### src/rtl/hexdisp_arb.sv
// Round-robin owner of the eight-digit seven-segment display.
// The granted requester's live value shows on digits 0-3, its index on digit 4.
module hexdisp_arb #(
    parameter int CLK_FREQ = 50_000_000,
    parameter int DWELL    = CLK_FREQ
) (
    input  logic        clk,
    input  logic        rst,
    input  logic [3:0]  req,
    input  logic [63:0] val,
    output logic [3:0]  gnt,
    output logic        active,
    output logic [1:0]  owner,
    output logic [55:0] hex
);
    localparam int DW = $clog2(DWELL);
    localparam logic [DW-1:0] DMAX = DW'(DWELL - 1);

    typedef enum logic {IDLE, HOLD} state_t;

    state_t        r_state;
    logic [3:0]    r_gnt;
    logic          r_active;
    logic [1:0]    r_owner;
    logic [DW-1:0] r_dcnt;
    logic [15:0]   r_shown;

    state_t        w_nstate;
    logic [3:0]    w_ngnt;
    logic [1:0]    w_nowner;
    logic [DW-1:0] w_ndcnt;
    logic [15:0]   w_nshown;
    logic          w_found;
    logic [1:0]    w_pick;
    logic [1:0]    w_idx;
    logic          w_release;

    function automatic logic [6:0] hexdigit(input logic [3:0] n);
        logic [6:0] s;
        unique case (n)
            4'h0: s = 7'h3F;
            4'h1: s = 7'h06;
            4'h2: s = 7'h5B;
            4'h3: s = 7'h4F;
            4'h4: s = 7'h66;
            4'h5: s = 7'h6D;
            4'h6: s = 7'h7D;
            4'h7: s = 7'h07;
            4'h8: s = 7'h7F;
            4'h9: s = 7'h6F;
            4'hA: s = 7'h77;
            4'hB: s = 7'h7C;
            4'hC: s = 7'h39;
            4'hD: s = 7'h5E;
            4'hE: s = 7'h79;
            default: s = 7'h71;
        endcase
        return s;
    endfunction

    always_ff @(posedge clk or posedge rst) begin
        if (rst) begin
            r_state  <= IDLE;
            r_gnt    <= 4'b0000;
            r_active <= 1'b0;
            r_owner  <= 2'd3;
            r_dcnt   <= '0;
            r_shown  <= 16'h0000;
        end else begin
            r_state  <= w_nstate;
            r_gnt    <= w_ngnt;
            r_active <= (w_nstate == HOLD);
            r_owner  <= w_nowner;
            r_dcnt   <= w_ndcnt;
            r_shown  <= w_nshown;
        end
    end

    always_comb begin
        w_found = 1'b0;
        w_pick  = r_owner;
        w_idx   = r_owner;
        // Scan lowest priority first so the highest-priority hit wins.
        for (int i = 4; i >= 1; i--) begin
            w_idx = r_owner + 2'(i);
            if (req[w_idx]) begin
                w_found = 1'b1;
                w_pick  = w_idx;
            end
        end

        w_nstate  = r_state;
        w_nowner  = r_owner;
        w_ndcnt   = r_dcnt;
        w_nshown  = r_shown;
        w_release = (r_state == IDLE) || !req[r_owner] || (r_dcnt == DMAX);

        if (w_release) begin
            if (w_found) begin
                w_nstate = HOLD;
                w_nowner = w_pick;
                w_nshown = val[{w_pick, 4'b0000} +: 16];
                if (r_state == HOLD && w_pick == r_owner)
                    w_ndcnt = r_dcnt;
                else
                    w_ndcnt = '0;
            end else begin
                w_nstate = IDLE;
            end
        end else begin
            w_ndcnt  = r_dcnt + 1'b1;
            w_nshown = val[{r_owner, 4'b0000} +: 16];
        end

        w_ngnt = (w_nstate == HOLD) ? (4'b0001 << w_nowner) : 4'b0000;
    end

    always_comb begin
        hex         = '0;
        hex[6:0]    = hexdigit(r_shown[3:0]);
        hex[13:7]   = hexdigit(r_shown[7:4]);
        hex[20:14]  = hexdigit(r_shown[11:8]);
        hex[27:21]  = hexdigit(r_shown[15:12]);
        hex[34:28]  = hexdigit({2'b00, r_owner});
        gnt         = r_gnt;
        active      = r_active;
        owner       = r_owner;
    end
endmodule
### config.mk
export PLATFORM = sky130hd
export DESIGN_NAME = hexdisp_arb
export DESIGN_NICKNAME = d
export VERILOG_FILES = /design/src/rtl/hexdisp_arb.sv
export SDC_FILE = /design/constraint.sdc
export NUM_CORES = 1
export LEC_CHECK = 0
export ABC_AREA = 1
export ABC_CLOCK_PERIOD_IN_PS = 2009
export BUFFER_PORTS_ARGS = -buffer_cell sky130_fd_sc_hd__buf_2
export CAP_MARGIN = 20
export CORE_UTILIZATION = 45
export DETAILED_ROUTE_END_ITERATION = 16
export GPL_TIMING_DRIVEN = 0
export PLACE_DENSITY_LB_ADDON = 0.3
export SYNTH_ARGS = -nofsm -noshare
export SYNTH_HDL_FRONTEND = slang
export SYNTH_SLANG_ARGS = --single-unit
### constraint.sdc
create_clock -name clk -period 2.01 [get_ports clk]
set_input_delay 0.1005 -clock clk [delete_from_list [all_inputs] [get_ports clk]]
set_output_delay 0.1005 -clock clk [all_outputs]
set_load 0.05 [all_outputs]
==> results of run 1 <==
area by class of cell:
class | count | area share [%]
Inverter | 136 | 8.08
Timing Repair Buffer | 150 | 15.2
Tap cell | 136 | 2.59
Buffer | 40 | 5.45
Clock buffer | 8 | 1.37
Multi-Input combinational cell | 557 | 48.4
Sequential cell | 49 | 18.9
Yosys cell counts:
cell      number
nand2_1      254
nor2_1        38
buf_4         30
clkbuf_1       3
o21ai_1        4
nand3_1       85
a31oi_1        9
and3_1         1
o21bai_1       1
ha_1          34
buf_6          1
conb_1         2
nor3_1        11
and2_1         1
or2_2          5
nor2_2         4
dfrtp_1       47
nor4_1         2
nand4_1        6
o21ai_4        1
a21o_1         2
o21ai_0       37
a21oi_1       17
nand2_8        1
nor3b_2        1
nand3_2        8
nand2_2        5
nor2_4         2
o211ai_1       2
dfstp_2        2
nor3b_1        1
buf_2          8
xor2_1         1
nand2_4        2
inv_1        135
inv_6          1
cells in the final DEF (no fill, tap or decap), types with 6 or more instances in the layout:
cell type and instances:
a21oi_1 17, a31oi_1 9, buf_2 107, buf_4 50, buf_6 13, buf_8 7, clkbuf_8 6, conb_1 22
dfrtp_1 41, dfrtp_2 6, ha_1 33, inv_1 128, nand2_1 214, nand2_2 38, nand2_4 7, nand3_1 59
nand3_2 33, nand4_1 6, nor2_1 37, nor3_1 6, o21ai_0 33
routing by layer:
layer	global-route usage [%]	vias up
met1	29.6	2379
met5	0	-
met3	4.18	25
met4	6.64	0
li1	-	2668
met2	40.5	195
through the flow:
step | worst slack [ns] | cells | cell area, µm² | hold slack (ns)
after floorplan | -0.146 | 784 | 4900 | 0.324
after global placement | -0.344 | 1030 | 5620 | 0.450
after detailed placement | -0.352 | 1031 | 5640 | 0.0573
after CTS | -0.169 | 1066 | 6210 | 0.128
after global routing | -0.371 | 1076 | 6560 | 0.170
final | -0.271 | 1076 | 6560 | 0.141
what timing repair did:
item,in CTS,in global routing
setup endpoints to repair,47,51
resized for setup,61,81
endpoints found under the hold margin,10,0
setup buffers,24,10
gates cloned,2,3
pin swaps,21,28
hold buffers,1,0
state kept, by name, indices dropped and copies added (netlist names):
register and flops:
active 1, gnt 4, owner 2, r_dcnt 26, r_shown 16
kinds of logic (layout without fill, tap and decap cells):
kind of cell	Yosys count	after routing	synth area share, %
compound gates	73	73	8.40
xor+xnor	1	1	0.184
fa+ha+maj	34	34	8.93
buf+inv	178	334	16.9
flops	49	49	25.8
other cells	2	22	0.158
simple gates	427	427	39.7
worst min-delay path by stage:
stage / slack [ns] / to / start
global route: 0.17 / r_shown[8] / val[56]
finish: 0.14 / r_shown[8] / val[56]
CTS: 0.13 / r_shown[8] / val[56]
global placement: 0.45 / r_shown[8] / val[56]
floorplan: 0.32 / r_shown[8] / val[56]
detailed placement: 0.06 / r_dcnt[8] / rst
worst min-delay path: stages:
cell	delay, ns
buf_2	0.07
nand2_1	0.04
nand3_1	0.07
nand3_1	0.07
nand2_1	0.07
==> impl_metrics.ini, run 1 <==
[clocking]
cts_buffer_depth = 2
numCtsBuffers = 5
clk_latency_ns = 0.31
cts_tree = yes
cts.clk_slew.worst_paths_ns = 0.09
cts.sinks = 49
htree_levels = 2
cts_root_buf = clkbuf_8

[sta]
tns_ns = -9.65
rsz0062_at_grt = yes
report.final.slew_viol_count = 0
setup_viol = 46
fin_crit_sh_pct = 113
period_needed_ns = 2.28
timing.final.hold_violations = 0
finClkSkew_ns = 0.0106
fmax_mhz = 438
finalWorstSetupSlack_ns = -0.271

[worst_setup_path]
crit_arrival_ns = 2.54
worstPathRequired_ns = 2.26
rr_worst_depth = 14
cp-start-kind = flop
r2r-start = owner[0]
crit_fanout = 8
crit_chain = inv_6 -> ha_4 -> inv_4 -> nand2_4 -> nand2_2 -> nand2_2 -> nand2_2 -> buf_4 -> nor3b_2 -> nand2_1 -> nand2_4 -> clkbuf_16 -> nand2_1 -> nand2_1
endpoint_kind = flop
r2r_setup_slack_ns = -0.27
slowest_stage = dfstp_4
worstSetupPathType = reg -> reg
cp_num_cells = 14
worst-path-buf-inv = 4
path_delay_family = simple AND/OR/NAND/NOR gates
critPathCapture = r_dcnt[1]
cp_slowest_stage_delay_ns = 0.67
critPathLaunch = owner[0]
reg2reg_to = r_dcnt[1]

[detailed_routing]
routed.top_layer = met4
totalWireLength_um = 13500
drtIter0Drc = 263
vias = 5267
via_per_inst = 4.89
drc = 0
wl_per_cell_um = 12.5
wl_met3_um = 818
dr.pass1.iters = 5
wl_met2_um = 6470
postRouteAntennaNets = 0
wl_met1_um = 5960

[die]
rows = 37
start_util_pct = 46.4
die_h_um = 105
coreArea_um2 = 10300
die_area_um2 = 11000
die_width_um = 105
ioPinCount = 133

[placed_design]
gp_congestion = 0.911
numPortBuffers = 110
hpwl_um = 9320

[hold_path]
min_path_type = in -> reg
min_path_cells = 5

[final_layout]
filler_cell_count = 926
post-route-util_pct = 63.9
fin_nets = 1043
num_antenna_cells = 0
register_area_um2 = 1240
area.growth.synth_to_final_pct = 37.7
drive_above_1_share_pct = 33.8
multiInputGateArea_um2 = 3180

[run]
cap_violations = 0

[synth]
yosysUniqueCellTypes = 36
synth_area_um2 = 4770
yosysTopAreaCell = dfrtp_1
synth_area_leaders = dfrtp_1 (25%), nand2_1 (20%), inv_1 (11%)
synth_top_area_share_pct = 24.7
ys_seq_area_share_pct = 25.8
yosysWarnings = 0
synth_seq_cells = 49
netlist_instances = 764
synth.avg_cell_area_um2 = 6.24

[status]
violations = setup timing
run_status = finished with violations

[grt]
grt_pass1_wl_um = 21100
grt_usage_pct = 23.3
antenna_found_initial = 0
grt_pass1_vias = 4714
grt_max_degree = 40
grt_overflow = 0
Power of run 1 is left out: the tool's default activity adds up to more than one toggle a clock period on the data nets, which glitch-free logic cannot reach.
==> inputs of run 2 (changes only) <==
--- a/config.mk
+++ b/config.mk
@@ -9,6 +9,7 @@
 export ABC_CLOCK_PERIOD_IN_PS = 2009
 export BUFFER_PORTS_ARGS = -buffer_cell sky130_fd_sc_hd__buf_2
 export CAP_MARGIN = 20
+export CORE_MARGIN = 2
 export CORE_UTILIZATION = 45
 export DETAILED_ROUTE_END_ITERATION = 16
 export GPL_TIMING_DRIVEN = 0
==> run 2 against run 1 <==
- the run still ends with setup timing left
- count of clock-buffer cells in the layout down 3
- worst hold slack better by 0.017 ns
- cell count down 0.19%
- first-iteration DRC count up 69%
- routed wire length up 7.1%
- cell area up 1.4%
- via count up 1.0%
- sequential share of layout area down 0.23 points
- global-route usage up 0.31 points
- critical path type unchanged
- critical endpoint is now r_shown[10]
==> impl_metrics.ini, run 2 (same netlist as run 1, synthesis figures left out) <==
[placed_design]
gp_congestion = 0.901
numPortBuffers = 110
hpwl_um = 9510
post_dp_cell_area_um2 = 5640
dp_slack_ns = -0.331

[die]
die_width_um = 107
die_area_um2 = 11400
rows = 37
die_h_um = 107
start_util_pct = 46.2
coreArea_um2 = 10300
ioPinCount = 133

[worst_setup_path]
rr_worst_depth = 16
critPathLaunch = owner[0]
endpoint_kind = flop
reg2reg_to = r_shown[10]
critPathCapture = r_shown[10]
slowest_stage = dfstp_4
crit_fanout = 7
r2r-start = owner[0]
crit_chain = inv_6 -> ha_4 -> inv_4 -> nand2_2 -> nand2_2 -> inv_2 -> nand2_2 -> nand2_2 -> nand3_4 -> nand2_8 -> buf_12 -> nand2_1 -> nand3_1 -> nand2_1 -> nand2_1 -> nand2_1
cp-start-kind = flop
crit_arrival_ns = 2.48
worstSetupPathType = reg -> reg
worstPathRequired_ns = 2.22
cp_slowest_stage_delay_ns = 0.67
r2r_setup_slack_ns = -0.26

[sta]
fmax_mhz = 440
setup_viol = 46
report.final.slew_viol_count = 0
fin_crit_sh_pct = 113
finClkSkew_ns = 0.00841
period_needed_ns = 2.27
finalWorstSetupSlack_ns = -0.261
rsz0062_at_grt = yes
timing.final.hold_violations = 0

[status]
run_status = finished with violations
violations = setup timing

[final_layout]
fin_nets = 1041
area.growth.synth_to_final_pct = 39.7
largest_reg_flops = 26
filler_cell_count = 900
drive_above_1_share_pct = 34.2
post-route-util_pct = 64.5
final_common_cell = nand2_1
final_cell_mix = nand2_1 (227), inv_1 (127), buf_2 (106)
max_flop_register = r_dcnt
post-route-cell-area_um2 = 6660
num_antenna_cells = 0

[clocking]
cts_tree = yes
cts.sinks = 49
cts_root_buf = clkbuf_8
clk_latency_ns = 0.32
htree_levels = 2
cts_buffer_depth = 2
cts.clk_slew.worst_paths_ns = 0.10
numCtsBuffers = 5

[detailed_routing]
totalWireLength_um = 14400
wl_per_cell_um = 13.4
postRouteAntennaNets = 0
drtIter0Drc = 445
dr.pass1.iters = 5
vias = 5322
via_per_inst = 4.96
drc = 0

[grt]
grt_overflow = 0
antenna_found_initial = 0
grt_max_degree = 36
grt_usage_pct = 23.6
grt_pass1_wl_um = 21900
grt_pass1_vias = 4835

[run]
cap_violations = 0

[hold_path]
min_path_type = in -> reg
run 2: changes by cell type in the layout (fill, tap and decap cells not counted), moves of 3 or more:
cell and change:
nand2_1 +13, nand3_1 -11, nand2_2 -10, nand3_2 +9
buf_8 +6, buf_6 -5, nand2_4 -3
run 2: worst min-delay path by stage:
stage	start	to	slack, ns	cells past startpoint
after floorplan	val[56]	r_shown[8]	0.32	4
after detailed placement	rst	r_dcnt[7]	0.1	2
after CTS	val[56]	r_shown[8]	0.11	5
final	val[56]	r_shown[8]	0.16	5
after global routing	val[56]	r_shown[8]	0.18	5
after global placement	val[56]	r_shown[8]	0.42	5
run 2: final cells by class:
class	instances	area (µm²)	share of cell area (%)
plain buffers	42	392	5.88
clock buffers	5	68.8	1.03
clock inverters	3	25.0	0.376
inverters	136	528	7.93
multi-input cells	557	3230	48.5
flip-flops and latches	49	1250	18.7
well taps	136	170	2.56
repair buffers	146	1000	15.0
run 2: stage by stage:
step	cells	hold WS [ns]	setup TNS, ns
after floorplan	784	0.324	-4.23
after global placement	1030	0.422	-8.64
after detailed placement	1031	0.0971	-10.04
after CTS	1063	0.110	-5.30
after global routing	1074	0.182	-12.86
final	1074	0.158	-7.92
run 2: routing by layer:
layer | wire, µm | share of wire, % | global-route usage [%] | vias to the layer above
li1 | - | - | - | 2669
met1 | 6230 | 43 | 31.4 | 2403
met2 | 6750 | 47 | 40.0 | 222
met3 | 1070 | 7.4 | 3.34 | 28
met4 | 384 | 2.7 | 7.05 | 0
met5 | 0 | 0 | 0 | -
run 2: what timing repair did:
item,4_1_cts,5_1_grt
resized for setup,72,82
endpoints found under the hold margin,14,0
hold buffers,1,0
pin swaps,26,32
setup buffers,20,10
cloned,3,3
endpoints found under the setup margin,47,54
run 2: worst max-delay path: cells and delay by family (launching register included):
| kind | cells | cell delay [ns] |
|---|---|---|
| adder cells (fa/ha/maj) | 1 | 0.29 |
| buffers and inverters | 4 | 0.29 |
| flip-flops | 1 | 0.67 |
| AND/OR/NAND/NOR | 11 | 0.92 |
Power of run 2 is left out for the same reason.
